$ cat src/rtl/alu_operand_select_pipe.sv
// alu_operand_select_pipe
//   Picks one of NUM_SRC operand sources, registers the result and hands it to
//   the ALU stage over a valid/ready handshake. A main register plus one skid
//   register give full throughput while in_ready stays a pure register output.
//   Out-of-range selects yield zero data with an error flag. A saturating
//   counter tracks accepted bad selects for debug.
//
//   Handshake: a transfer happens on a rising clk edge when valid and ready are
//   both high in the cycle before it. On the input side, accept = in_valid &
//   in_ready. On the output side, pop = out_valid & out_ready. A producer holds
//   its data stable while valid is high and ready is low. Ready never depends
//   combinationally on the partner's valid.
//
//   Occupancy states:
//     ST_EMPTY : nothing buffered.
//     ST_ONE   : main register holds the head entry.
//     ST_TWO   : main holds the head, skid holds the next entry; in_ready = 0.
//   flush overrides every transition and forces ST_EMPTY. An entry accepted in
//   the same cycle as flush is discarded, but it still counts as a bad select
//   in sel_err_cnt.
//
//   SEL_W must be >= clog2(NUM_SRC). Every select code that does not match a
//   source index is out of range. When NUM_SRC = 2**SEL_W, every code is in
//   range and out_sel_err is never set.

module alu_operand_select_pipe #(
   parameter int WIDTH   = 32,
   parameter int NUM_SRC = 4,
   parameter int SEL_W   = 2
) (
   input  logic                     clk,
   input  logic                     reset,
   input  logic [NUM_SRC*WIDTH-1:0] in_data,
   input  logic [SEL_W-1:0]         sel,
   input  logic                     in_valid,
   output logic                     in_ready,
   input  logic                     flush,
   output logic [WIDTH-1:0]         out_data,
   output logic                     out_sel_err,
   output logic                     out_valid,
   input  logic                     out_ready,
   output logic [7:0]               sel_err_cnt,
   output logic [1:0]               state_dbg
);

   typedef enum logic [1:0] {
      ST_EMPTY = 2'd0,
      ST_ONE   = 2'd1,
      ST_TWO   = 2'd2
   } state_t;

   state_t             state_q;
   state_t             state_nxt;

   logic               in_ready_q;

   logic [WIDTH-1:0]   entry_data;
   logic               entry_err;

   logic [WIDTH-1:0]   main_data_q;
   logic               main_err_q;
   logic [WIDTH-1:0]   skid_data_q;
   logic               skid_err_q;

   logic [7:0]         err_cnt_q;

   logic               accept;
   logic               pop;
   logic               load_main_new;
   logic               load_main_skid;
   logic               load_skid;

   // ------------------------------------------------------------------
   // Handshake qualifiers
   // ------------------------------------------------------------------
   assign accept    = in_valid & in_ready_q;
   assign out_valid = (state_q != ST_EMPTY);
   assign pop       = out_valid & out_ready;

   // ------------------------------------------------------------------
   // Entry construction
   // ------------------------------------------------------------------

   // Build the candidate entry: the matching source, or zero plus error when
   // no source index matches the select.
   always_comb begin
      entry_data = '0;
      entry_err  = 1'b1;
      for (int k = 0; k < NUM_SRC; k++) begin
         if (sel == SEL_W'(k)) begin
            entry_data = in_data[k*WIDTH +: WIDTH];
            entry_err  = 1'b0;
         end
      end
   end

   // ------------------------------------------------------------------
   // Occupancy FSM
   // ------------------------------------------------------------------

   // State register.
   always_ff @(posedge clk or posedge reset) begin
      if (reset) begin
         state_q <= ST_EMPTY;
      end else begin
         state_q <= state_nxt;
      end
   end

   // Next-state logic. flush wins over any accept or pop in the same cycle.
   always_comb begin
      state_nxt = state_q;
      if (flush) begin
         state_nxt = ST_EMPTY;
      end else begin
         case (state_q)
            ST_EMPTY: begin
               if (accept) state_nxt = ST_ONE;
            end
            ST_ONE: begin
               if (accept && !pop)      state_nxt = ST_TWO;
               else if (!accept && pop) state_nxt = ST_EMPTY;
            end
            ST_TWO: begin
               if (pop) state_nxt = ST_ONE;
            end
            default: state_nxt = ST_EMPTY;
         endcase
      end
   end

   // Output/control decode. This block produces the datapath load strobes
   // for the current state. A flushed cycle loads nothing.
   always_comb begin
      load_main_new  = 1'b0;
      load_main_skid = 1'b0;
      load_skid      = 1'b0;
      if (!flush) begin
         case (state_q)
            ST_EMPTY: begin
               load_main_new = accept;
            end
            ST_ONE: begin
               load_main_new = accept & pop;
               load_skid     = accept & ~pop;
            end
            ST_TWO: begin
               load_main_skid = pop;
            end
            default: begin
               load_main_new  = 1'b0;
               load_main_skid = 1'b0;
               load_skid      = 1'b0;
            end
         endcase
      end
   end

   // in_ready follows the next state, so it stays a flop with no path from
   // out_ready.
   always_ff @(posedge clk or posedge reset) begin
      if (reset) begin
         in_ready_q <= 1'b1;
      end else begin
         in_ready_q <= (state_nxt != ST_TWO);
      end
   end

   // ------------------------------------------------------------------
   // Datapath registers
   // ------------------------------------------------------------------

   // Main (head) register: loads a fresh entry or promotes the skid entry.
   // It holds its value otherwise, which keeps out_* stable while stalled.
   always_ff @(posedge clk or posedge reset) begin
      if (reset) begin
         main_data_q <= '0;
         main_err_q  <= 1'b0;
      end else if (load_main_new) begin
         main_data_q <= entry_data;
         main_err_q  <= entry_err;
      end else if (load_main_skid) begin
         main_data_q <= skid_data_q;
         main_err_q  <= skid_err_q;
      end
   end

   // Skid register: catches the entry accepted while the head is stalled.
   always_ff @(posedge clk or posedge reset) begin
      if (reset) begin
         skid_data_q <= '0;
         skid_err_q  <= 1'b0;
      end else if (load_skid) begin
         skid_data_q <= entry_data;
         skid_err_q  <= entry_err;
      end
   end

   // ------------------------------------------------------------------
   // Debug error counter
   // ------------------------------------------------------------------

   // Count accepted bad selects, including those discarded by flush. The
   // counter saturates at 255 and only reset clears it.
   always_ff @(posedge clk or posedge reset) begin
      if (reset) begin
         err_cnt_q <= 8'd0;
      end else if (accept && entry_err && (err_cnt_q != 8'hFF)) begin
         err_cnt_q <= err_cnt_q + 8'd1;
      end
   end

   // ------------------------------------------------------------------
   // Outputs
   // ------------------------------------------------------------------
   assign in_ready    = in_ready_q;
   assign out_data    = main_data_q;
   assign out_sel_err = main_err_q;
   assign sel_err_cnt = err_cnt_q;
   assign state_dbg   = state_q;

endmodule
$ cat config.mk
export PLATFORM = sky130hd
export DESIGN_NAME = alu_operand_select_pipe
export DESIGN_NICKNAME = d
export VERILOG_FILES = /design/src/rtl/alu_operand_select_pipe.sv
export SDC_FILE = /design/constraint.sdc
export NUM_CORES = 1
export LEC_CHECK = 0
export ABC_AREA = 1
export BUFFER_PORTS_ARGS = -buffer_cell sky130_fd_sc_hd__buf_2
export CAP_MARGIN = 40
export CORE_MARGIN = 2
export CORE_UTILIZATION = 40
export DETAILED_ROUTE_END_ITERATION = 7
export GPL_TIMING_DRIVEN = 0
export PLACE_DENSITY = 0.69
export SLEW_MARGIN = 30
export SYNTH_ARGS = -nofsm -noshare
export SYNTH_HDL_FRONTEND = slang
export SYNTH_SLANG_ARGS = --single-unit
export TNS_END_PERCENT = 20
$ cat constraint.sdc
create_clock -name clk -period 2.72 [get_ports clk]
set_clock_uncertainty 0.1 [all_clocks]
set_input_delay 0.272 -clock clk [delete_from_list [all_inputs] [get_ports clk]]
set_output_delay 0.272 -clock clk [all_outputs]
set_load 0.05 [all_outputs]
==> impl_metrics.py, run 1 <==
metrics = {
    "setup_path": {
        "crit_start": "in_ready$_DFF_PP1_",
        "worstSetupEndpointType": "flop",
        "critical-path-max-stage-delay_ps": 530,
        "crit_type": "flop to flop",
        "r2r_start": "in_ready$_DFF_PP1_",
        "rr_endpoint": "skid_data_q[25]$_DFFE_PP0P_",
        "endpoint": "skid_data_q[25]$_DFFE_PP0P_",
        "cp_max_fo": 10,
        "crit_required_ps": 2850,
        "r2r_slack_ps": 870,
        "path_cells": "nand2_1 -> nor2_1 -> nand3_1 -> inv_2 -> buf_2 -> o21ai_1",
        "critPathLaunchType": "flop",
        "arrival_ps": 1990,
        "critical_path.slowest_cell": "dfstp_2",
        "r2r_cells": 6,
    },
    "logic_synthesis": {
        "synthDistinctLibCells": 20,
        "syn-num-nets": 729,
        "syn-mean-instance-area_sq_um": 7.13,
        "synth_area_sq_mm": 0.00424,
        "synthCells": 594,
        "ys_seq_elements": 77,
        "yosysSeqAreaShare_pct": 45.5,
        "ys_warn_count": 0,
        "synth-async-reset-ratio_pct": 100,
        "synth-edff-count": 0,
        "synth_ff_type": "dfrtp_1",
    },
    "final_layout": {
        "fillers": 1041,
        "nets": 920,
        "area_delta_synth_final_pct": 31.8,
        "drive_gt1_share_pct": 29.9,
        "final_util_pct": 54.1,
        "diodes": 0,
    },
    "timing": {
        "slew_headroom_pct": 66.8,
        "hold_viol": 0,
        "setup_viol": 0,
        "fin_crit_sh_pct": 68.2,
        "drv_slew": 0,
        "rsz0062_at_grt": "false",
        "tns_ps": 0,
        "tightest_slew_ps": 499,
        "fmax_mhz": 539,
        "post-route-min-period_ps": 1850,
    },
    "floorplanning": {
        "die_w_um": 107,
        "die_area_sq_mm": 0.0114,
        "rows": 37,
        "start_util_pct": 41.0,
        "die_height_um": 107,
        "core_sq_mm": 0.0103,
        "ios": 180,
    },
    "placed_design": {
        "hpwl_mm": 10.6,
        "gp_congestion": 0.863,
        "portBuffers": 178,
    },
    "power": {
        "p_comb_share_pct": 31.0,
        "max-vdd-ir-drop_mv": 0.267,
        "p_total_mw": 3.72,
        "p_clk_share_pct": 28.6,
        "leakage_nw": 2.96,
        "pwr_density_cell_mw_per_mm2": 666,
        "switching_share_pct": 35.7,
        "p_sw_mw": 1.33,
        "internal_power_mw": 2.39,
        "p_seq_share_pct": 40.4,
    },
    "global_routing": {
        "overflow": 0,
        "grt_pass1_wl_mm": 20.9,
        "grt_pass1_vias": 4285,
        "grtUsageTotal_pct": 23.6,
        "antenna_found_initial": 0,
        "grt_start_max_net_pins": 48,
    },
    "cts": {
        "clock_path_buffers": 2,
        "cts_tree": "done",
        "path_clk_slew_ps": 80,
        "htree_levels": 3,
        "numCtsBuffers": 9,
        "cts_root_buf": "clkbuf_8",
        "cts.sinks": 77,
        "cts_resized": 0,
        "post_cts_buffers": 0,
        "clk_latency_ps": 340,
    },
    "routing": {
        "drc": 0,
        "wirelength_mm": 13.4,
        "first_pass_iters": 5,
        "vias": 4587,
        "drt_first_iter_violations": 307,
        "wl_per_cell_um": 14.4,
        "via_per_inst": 4.96,
        "antenna_left": 0,
    },
    "run": {
        "maxCapViolations": 0,
    },
    "outcome": {
        "status": "finished clean",
    },
    "hold_path": {
        "holdCritPathClass": "input port to flop",
    },
}
## logic make-up (layout without fill, tap and decap cells)
group | after synthesis | after routing | synth area share [%]
buffers and inverters | 91 | 286 | 9.30
DFF | 77 | 77 | 45.5
and+or+nand+nor | 342 | 342 | 35.3
AOI/OAI and AO/OA | 84 | 84 | 9.92
## placed cells by master, fill, tap and decap left out
| cell type | Yosys | layout |
|---|---|---|
| buf_1 | 1 | 1 |
| buf_16 | 0 | 1 |
| buf_2 | 24 | 202 |
| buf_4 | 4 | 4 |
| buf_6 | 1 | 1 |
| bufinv_16 | 0 | 3 |
| clkbuf_1 | 18 | 18 |
| clkbuf_8 | 0 | 11 |
| clkinv_2 | 0 | 1 |
| dfrtp_1 | 76 | 76 |
| dfstp_2 | 1 | 1 |
| dlygate4sd3_1 | 0 | 1 |
| inv_1 | 37 | 36 |
| inv_2 | 6 | 6 |
| inv_4 | 0 | 1 |
| nand2_1 | 175 | 175 |
| nand2_2 | 1 | 1 |
| nand3_1 | 89 | 89 |
| nand4_1 | 13 | 13 |
| nor2_1 | 40 | 40 |
| nor2_2 | 3 | 3 |
| nor2_4 | 1 | 1 |
| o21ai_0 | 18 | 18 |
| o21ai_1 | 66 | 66 |
| or2_0 | 4 | 4 |
| or2_1 | 16 | 16 |
## power by group through the flow
stage               Sequential, mW  Clock, mW  Combinational, mW
global placement              1.51          0               1.12
CTS                           1.50       1.07               1.16
floorplan                     1.85          0              0.462
global route                  1.53       1.12               1.27
detailed placement            1.52          0               1.15
finish                        1.50       1.06               1.15
## critical path, delay by kind of cell (launching register included)
| kind | cells | cell delay (ps) |
|---|---|---|
| AO/OA/AOI/OAI | 1 | 90 |
| buffers and inverters | 2 | 490 |
| flip-flops | 1 | 530 |
| AND/OR/NAND/NOR | 3 | 540 |
## per-layer routing
metal / wire length, um / up-vias / track usage, %
met4: 298 / 0 / 7.42
met1: 5930 / 2069 / 32.5
met2: 6200 / 201 / 37.9
met3: 925 / 25 / 4.19
met5: 0 / - / 0
li1: - / 2292 / -
## area by class of cell
cell class	instances	area, sq um	share of cell area, %
flip-flops and latches	77	1930	34.5
multi-input cells	426	1920	34.3
repair buffers	180	928	16.6
plain buffers	48	233	4.17
well taps	136	170	3.05
inverters	43	164	2.93
clock buffers	11	151	2.71
clock inverters	4	95.1	1.70
## how the worst min path moves through the flow
stage                                           from                         end  slack [ps]  depth (start not counted)
after floorplan               skid_err_q$_DFFE_PP0P_      skid_err_q$_DFFE_PP0P_         340                          2
after global placement    sel_err_cnt[3]$_DFFE_PP0P_  sel_err_cnt[3]$_DFFE_PP0P_         330                          1
after detailed placement                       reset     out_data[1]$_DFFE_PP0P_         200                          2
after CTS                                      flush     out_sel_err$_DFFE_PP0P_         140                          4
after global routing                           flush     out_sel_err$_DFFE_PP0P_         160                          4
final                                          flush     out_sel_err$_DFFE_PP0P_         150                          4
## through the flow
stage               setup WS, ps  cells  hold slack (ps)  instance area [sq um]
floorplan                    383    594              337                   4240
global placement            -464    908              334                   5300
detailed placement           881    909              198                   5330
CTS                          878    925              140                   5590
global route                 720    925              161                   5590
finish                       865    925              147                   5590
## cell usage after synthesis (3+ instances only)
| cell | instances | share of area (%) |
|---|---|---|
| inv_2 | 6 | 0.53 |
| o21ai_1 | 66 | 7.8 |
| nand4_1 | 13 | 1.9 |
| nor2_2 | 3 | 0.44 |
| clkbuf_1 | 18 | 1.6 |
| nor2_1 | 40 | 3.5 |
| buf_2 | 24 | 2.8 |
| nand3_1 | 89 | 11 |
| dfrtp_1 | 76 | 45 |
| or2_1 | 16 | 2.4 |
| o21ai_0 | 18 | 2.1 |
| nand2_1 | 175 | 16 |
| inv_1 | 37 | 3.3 |
| buf_4 | 4 | 0.71 |
| or2_0 | 4 | 0.59 |
## sequential cells by signal, indices dropped and copies added (netlist names)
register	flops
in_ready	1
out_data	32
out_sel_err	1
sel_err_cnt	8
skid_data_q	32
skid_err_q	1
state_dbg	2
## timing repair
item                                   CTS  global route
setup endpoints to repair                0             0
hold buffers                             1             0
endpoints found under the hold margin   30             0
(Power assumes the default switching activity.)
==> inputs of run 2 (changes only) <==
--- a/config.mk
+++ b/config.mk
@@ -5,14 +5,14 @@
 export SDC_FILE = /design/constraint.sdc
 export NUM_CORES = 1
 export LEC_CHECK = 0
-export ABC_AREA = 1
+export ABC_AREA = 0
 export BUFFER_PORTS_ARGS = -buffer_cell sky130_fd_sc_hd__buf_2
 export CAP_MARGIN = 40
 export CORE_MARGIN = 2
 export CORE_UTILIZATION = 40
 export DETAILED_ROUTE_END_ITERATION = 7
 export GPL_TIMING_DRIVEN = 0
-export PLACE_DENSITY = 0.69
+export PLACE_DENSITY = 0.72
 export SLEW_MARGIN = 30
 export SYNTH_ARGS = -nofsm -noshare
 export SYNTH_HDL_FRONTEND = slang
==> constraint.sdc (replaced) <==
create_clock -name clk -period 1.5 [get_ports clk]
set_clock_uncertainty 0.1 [all_clocks]
set_input_delay 0.15 -clock clk [delete_from_list [all_inputs] [get_ports clk]]
set_output_delay 0.15 -clock clk [all_outputs]
set_load 0.05 [all_outputs]
==> impl_metrics.py, run 2 <==
metrics = {
    "routing": {
        "drt_first_iter_violations": 135,
        "antenna_left": 0,
        "vias": 3588,
        "wirelength_mm": 11.7,
        "drc": 0,
        "first_pass_iters": 4,
        "via_per_inst": 5.39,
        "wl_per_cell_um": 17.6,
    },
    "cts": {
        "numCtsBuffers": 9,
        "cts_tree": "done",
        "path_clk_slew_ps": 80,
        "clock_path_buffers": 2,
        "cts_root_buf": "clkbuf_8",
        "htree_levels": 3,
        "clk_latency_ps": 340,
        "cts.sinks": 77,
    },
    "final_layout": {
        "final_cell_mix": "buf_2, dfrtp_1, mux2_2, mux4_1, nor2_1",
        "final_common_cell": "buf_2",
        "fin_cells": 666,
        "drive_gt1_share_pct": 57.4,
        "nets": 658,
        "area_delta_synth_final_pct": 40.6,
        "fillers": 844,
    },
    "setup_path": {
        "crit_start": "in_ready$_DFF_PP1_",
        "r2r_cells": 4,
        "critPathLaunchType": "flop",
        "endpoint": "out_data[10]$_DFFE_PP0P_",
        "r2r_start": "in_ready$_DFF_PP1_",
        "crit_type": "flop to flop",
        "crit_required_ps": 1640,
        "arrival_ps": 1760,
        "cp_max_fo": 10,
        "r2r_slack_ps": -120,
        "rr_endpoint": "out_data[10]$_DFFE_PP0P_",
        "worstSetupEndpointType": "flop",
    },
    "logic_synthesis": {
        "synth-edff-count": 0,
        "synthCells": 319,
        "yosys-top-cells-area": "dfrtp_1, mux4_1, mux2_2",
        "synth_area_sq_mm": 0.00418,
        "yosysSeqAreaShare_pct": 46.1,
        "ys_warn_count": 0,
        "synth-async-reset-ratio_pct": 100,
        "synth.most_common_cell": "dfrtp_1",
        "syn-num-nets": 454,
        "ys_seq_elements": 77,
        "synth_top_cell_by_area": "dfrtp_1",
        "synth.top_cell.area_share_pct": 45.5,
        "synthDistinctLibCells": 34,
        "synth_ff_type": "dfrtp_1",
        "syn-mean-instance-area_sq_um": 13.1,
        "ys_top_cells_by_count": "dfrtp_1, mux2_2, mux4_1, nor2_1, inv_1",
    },
    "global_routing": {
        "grtUsageTotal_pct": 20.7,
        "grt_pass1_wl_mm": 18.0,
        "antenna_found_initial": 2,
        "grt_start_max_net_pins": 31,
        "grt_pass1_vias": 3662,
        "overflow": 0,
    },
    "placed_design": {
        "dp.cells": 634,
        "portBuffers": 177,
        "gp_congestion": 0.750,
        "pre_cts_slack_ps": -439,
        "hpwl_mm": 8.57,
    },
    "timing": {
        "tns_ps": -4540,
        "post-route-min-period_ps": 1620,
        "setup_slack_ps": -115,
        "drv_slew": 0,
        "slew_headroom_pct": 62.0,
        "hold_viol": 0,
        "rsz0062_at_grt": "true",
        "fmax_mhz": 619,
        "whs_ps": 50.4,
        "tightest_slew_ps": 570,
        "fin_crit_sh_pct": 108,
        "setup_viol": 57,
    },
    "run": {
        "maxCapViolations": 0,
    },
    "floorplanning": {
        "core_sq_mm": 0.0102,
        "start_util_pct": 40.9,
        "die_w_um": 106,
        "die_area_sq_mm": 0.0113,
        "rows": 37,
        "die_height_um": 106,
        "ios": 180,
    },
    "outcome": {
        "status": "complete, but fails checks",
        "violations": "setup timing",
    },
    "power": {
        "pwr_density_cell_mw_per_mm2": 1180,
        "max-vdd-ir-drop_mv": 0.448,
        "leakage_nw": 2.94,
    },
    "hold_path": {
        "holdCritPathClass": "input port to flop",
    },
}
==> run 2: cell types whose count changed after synthesis, sizes merged, moves of 20 or more <==
cell | previous run | this run
mux4 | 0 | 32
nand3 | 89 | 8
a221oi | 0 | 20
inv | 43 | 22
o22ai | 0 | 20
o21ai | 84 | 7
nor2 | 44 | 23
nand2 | 176 | 14
mux2 | 0 | 32
==> run 2: cell type report <==
type	instances	area (sq um)	area share (%)
diodes	2	5.00	0.0851
plain buffers	34	288	4.89
clock buffers	13	169	2.87
clock inverters	3	42.5	0.723
inverters	23	90.1	1.53
multi-input cells	185	2120	36.1
flip-flops and latches	77	1930	32.8
well taps	136	170	2.89
repair buffers	193	1060	18.1
==> run 2: critical path: stages (launching register included) <==
cell and delay (ps):
dfstp_2 560, nand2_4 80, or3_4 370, buf_12 170
a221oi_2 250
==> run 2: timing repair <==
action                     4_1_cts  5_1_grt
pin swaps                        2        4
cloned                           0        0
hold endpoints to repair        20        0
hold buffers                     3        0
setup endpoints to repair       69       66
setup buffers                    5        6
gates resized for setup         41       27
==> run 2: cells by family (layout without fill, tap and decap cells) <==
| kind of cell | Yosys count | count (layout) | synth area share, % |
|---|---|---|---|
| other cells | 0 | 2 | 0 |
| xor+xnor | 1 | 1 | 0.209 |
| compound gates | 62 | 62 | 10.9 |
| flops | 77 | 77 | 46.1 |
| simple gates | 52 | 52 | 6.28 |
| buf+inv | 57 | 266 | 6.79 |
| mux | 70 | 70 | 29.7 |
==> run 2: power breakdown <==
group / total [mW] / internal (mW) / switching [mW]
clock: 1.65 / 0.904 / 0.741
sequential: 2.86 / 2.57 / 0.290
combinational: 2.41 / 0.993 / 1.42
total: 6.92 / 4.47 / 2.45
==> run 2: how the worst min path moves through the flow <==
stage / endpoint / cells after the start / start / slack [ps]
global placement: state_dbg[0]$_DFF_PP0_ / 2 / flush / 320
finish: in_ready$_DFF_PP1_ / 2 / out_ready / 50
detailed placement: sel_err_cnt[1]$_DFFE_PP0P_ / 2 / reset / 100
CTS: in_ready$_DFF_PP1_ / 2 / out_ready / 20
floorplan: state_dbg[1]$_DFF_PP0_ / 1 / out_ready / 130
global route: in_ready$_DFF_PP1_ / 2 / out_ready / 50
==> run 2: through the flow <==
step                area, sq um  power [mW]  util, %
finish                     5880        6.92     57.5
global route               5880        7.28     57.5
CTS                        5720        6.87     55.9
detailed placement         5280        5.12     51.6
global placement           5240        5.00     51.3
floorplan                  4190        4.47        -
==> run 2: metal layers <==
| metal | vias to the layer above | part of all wire [%] | wire length (um) | track usage, % |
|---|---|---|---|---|
| li1 | 1631 | - | - | - |
| met2 | 159 | 51 | 5950 | 35.9 |
| met5 | - | 0.14 | 16 | 0 |
| met1 | 1775 | 39 | 4620 | 25.1 |
| met3 | 21 | 8.0 | 939 | 5.76 |
| met4 | 2 | 1.7 | 201 | 6.30 |
==> inputs of run 3 (changes only) <==
--- a/config.mk
+++ b/config.mk
@@ -12,7 +12,7 @@
 export CORE_UTILIZATION = 40
 export DETAILED_ROUTE_END_ITERATION = 7
 export GPL_TIMING_DRIVEN = 0
-export PLACE_DENSITY = 0.72
+export PLACE_DENSITY = 0.69
 export SLEW_MARGIN = 30
 export SYNTH_ARGS = -nofsm -noshare
 export SYNTH_HDL_FRONTEND = slang
==> constraint.sdc (replaced) <==
create_clock -name clk -period 1.9 [get_ports clk]
set_clock_uncertainty 0.1 [all_clocks]
set_input_delay 0.19 -clock clk [delete_from_list [all_inputs] [get_ports clk]]
set_output_delay 0.19 -clock clk [all_outputs]
set_load 0.05 [all_outputs]
==> impl_metrics.py, run 3 (same netlist as run 2, synthesis figures left out) <==
metrics = {
    "routing": {
        "wirelength_mm": 11.2,
        "antenna_left": 0,
        "first_pass_iters": 4,
        "vias": 3508,
        "wl_per_cell_um": 17.1,
        "drt_first_iter_violations": 119,
        "via_per_inst": 5.36,
        "drc": 0,
    },
    "floorplanning": {
        "ios": 180,
        "die_w_um": 106,
        "die_area_sq_mm": 0.0113,
        "start_util_pct": 40.9,
        "die_height_um": 106,
        "rows": 37,
        "core_sq_mm": 0.0102,
    },
    "hold_path": {
        "holdCritPathClass": "input port to flop",
        "hold_depth": 2,
    },
    "placed_design": {
        "placed_area_sq_mm": 0.00532,
        "portBuffers": 177,
        "dp.cells": 635,
        "gp_congestion": 0.727,
        "hpwl_mm": 8.40,
    },
    "final_layout": {
        "fillers": 908,
        "diodes": 0,
        "final_util_pct": 54.4,
        "drive_gt1_share_pct": 52.0,
        "postLayoutCellArea_sq_mm": 0.00556,
        "area_delta_synth_final_pct": 32.9,
        "fin_cells": 655,
        "nets": 649,
        "final_cell_mix": "buf_2, dfrtp_1, mux2_2, mux4_1, nor2_1",
        "final_common_cell": "buf_2",
    },
    "setup_path": {
        "crit_required_ps": 2040,
        "cp_max_fo": 10,
        "critPathLaunchType": "flop",
        "crit_type": "flop to flop",
        "arrival_ps": 1960,
        "r2r_cells": 5,
        "worstSetupEndpointType": "flop",
    },
    "power": {
        "pwr_density_cell_mw_per_mm2": 946,
        "p_clk_share_pct": 23.5,
        "switching_share_pct": 35.8,
        "leakage_nw": 2.84,
        "p_sw_mw": 1.88,
        "internal_power_mw": 3.38,
        "p_seq_share_pct": 43.0,
        "max-vdd-ir-drop_mv": 0.365,
        "p_comb_share_pct": 33.5,
    },
    "outcome": {
        "status": "finished clean",
    },
    "timing": {
        "whs_ps": 17.0,
        "rsz0062_at_grt": "true",
        "tns_ps": 0,
        "post-route-min-period_ps": 1820,
        "slew_headroom_pct": 65.1,
        "drv_slew": 0,
        "hold_viol": 0,
        "fmax_mhz": 548,
        "tightest_slew_ps": 523,
        "setup_viol": 0,
        "fin_crit_sh_pct": 96.0,
    },
    "global_routing": {
        "antenna_found_initial": 0,
        "grt_start_max_net_pins": 31,
        "grtUsageTotal_pct": 20.4,
        "overflow": 0,
        "grt_pass1_vias": 3616,
        "grt_pass1_wl_mm": 17.6,
    },
    "cts": {
        "path_clk_slew_ps": 70,
        "cts_tree": "done",
        "clock_path_buffers": 2,
        "htree_levels": 3,
        "clk_latency_ps": 360,
        "cts.sinks": 77,
        "numCtsBuffers": 9,
        "cts_root_buf": "clkbuf_8",
    },
    "run": {
        "maxCapViolations": 0,
    },
}
-- run 3: changes by cell type in the layout (fill, tap and decap cells not counted), sizes merged --
cell and delta:
dlygate4sd3 -1, clkinv +3, clkbuf -3, diode -2, buf -7, clkinvlp -1
-- run 3: repair_timing --
action,CTS,global route
pin swaps,1,0
resized for setup,1,7
endpoints found under the setup margin,31,27
buffers inserted,2,0
hold buffers,2,0
endpoints found under the hold margin,58,0
-- run 3: path summary, 6_finish.rpt --
check | from | end | slack, ps
setup / recovery | in_ready$_DFF_PP1_ | skid_data_q[1]$_DFFE_PP0P_ | 80
min in group asynchronous | reset | sel_err_cnt[4]$_DFFE_PP0P_ | 210
hold reg to reg | sel_err_cnt[7]$_DFFE_PP0P_ | sel_err_cnt[7]$_DFFE_PP0P_ | 360
setup reg to reg | in_ready$_DFF_PP1_ | skid_data_q[1]$_DFFE_PP0P_ | 80
hold / removal | flush | state_dbg[0]$_DFF_PP0_ | 20
max in group asynchronous | reset | out_data[16]$_DFFE_PP0P_ | 920
-- run 3: area by class of cell --
cell class	count	area [sq um]	area share (%)
Inverter	23	90.1	1.62
Clock buffer	11	141	2.54
Buffer	34	206	3.71
Sequential cell	77	1930	34.7
Timing Repair Buffer	184	996	17.9
Multi-Input combinational cell	185	1980	35.6
Tap cell	136	170	3.06
Clock inverter	5	50.0	0.900
-- run 3: per-stage QoR --
step	setup WS, ps	power (mW)
2_1_floorplan	1.37	3.53
3_3_place_gp	-11.3	3.95
3_5_place_dp	-59.6	4.05
4_1_cts	-16.2	5.30
5_1_grt	-2.89	5.51
6_report	76.8	5.26
-- run 3: per-layer routing --
layer | GRT usage [%] | wire length [um] | vias to the layer above
li1 | - | - | 1607
met1 | 24.2 | 4550 | 1738
met2 | 35.0 | 5550 | 145
met3 | 4.84 | 823 | 18
met4 | 9.30 | 259 | 0
met5 | 0 | 0 | -
-- run 3: critical path, stage by stage (launching register included) --
cell and delay [ps]:
dfstp_2 530, nand2_1 160, nor2_1 210, nand3_4 170
buf_4 250, mux2_2 290
-- run 3: power by group through the flow --
stage          Combinational (mW)  Sequential [mW]  Clock (mW)
6_report                     1.76             2.26        1.24
3_5_place_dp                 1.76             2.29           0
2_1_floorplan               0.728             2.80           0
5_1_grt                      1.88             2.31        1.33
3_3_place_gp                 1.69             2.26           0
4_1_cts                      1.78             2.26        1.27
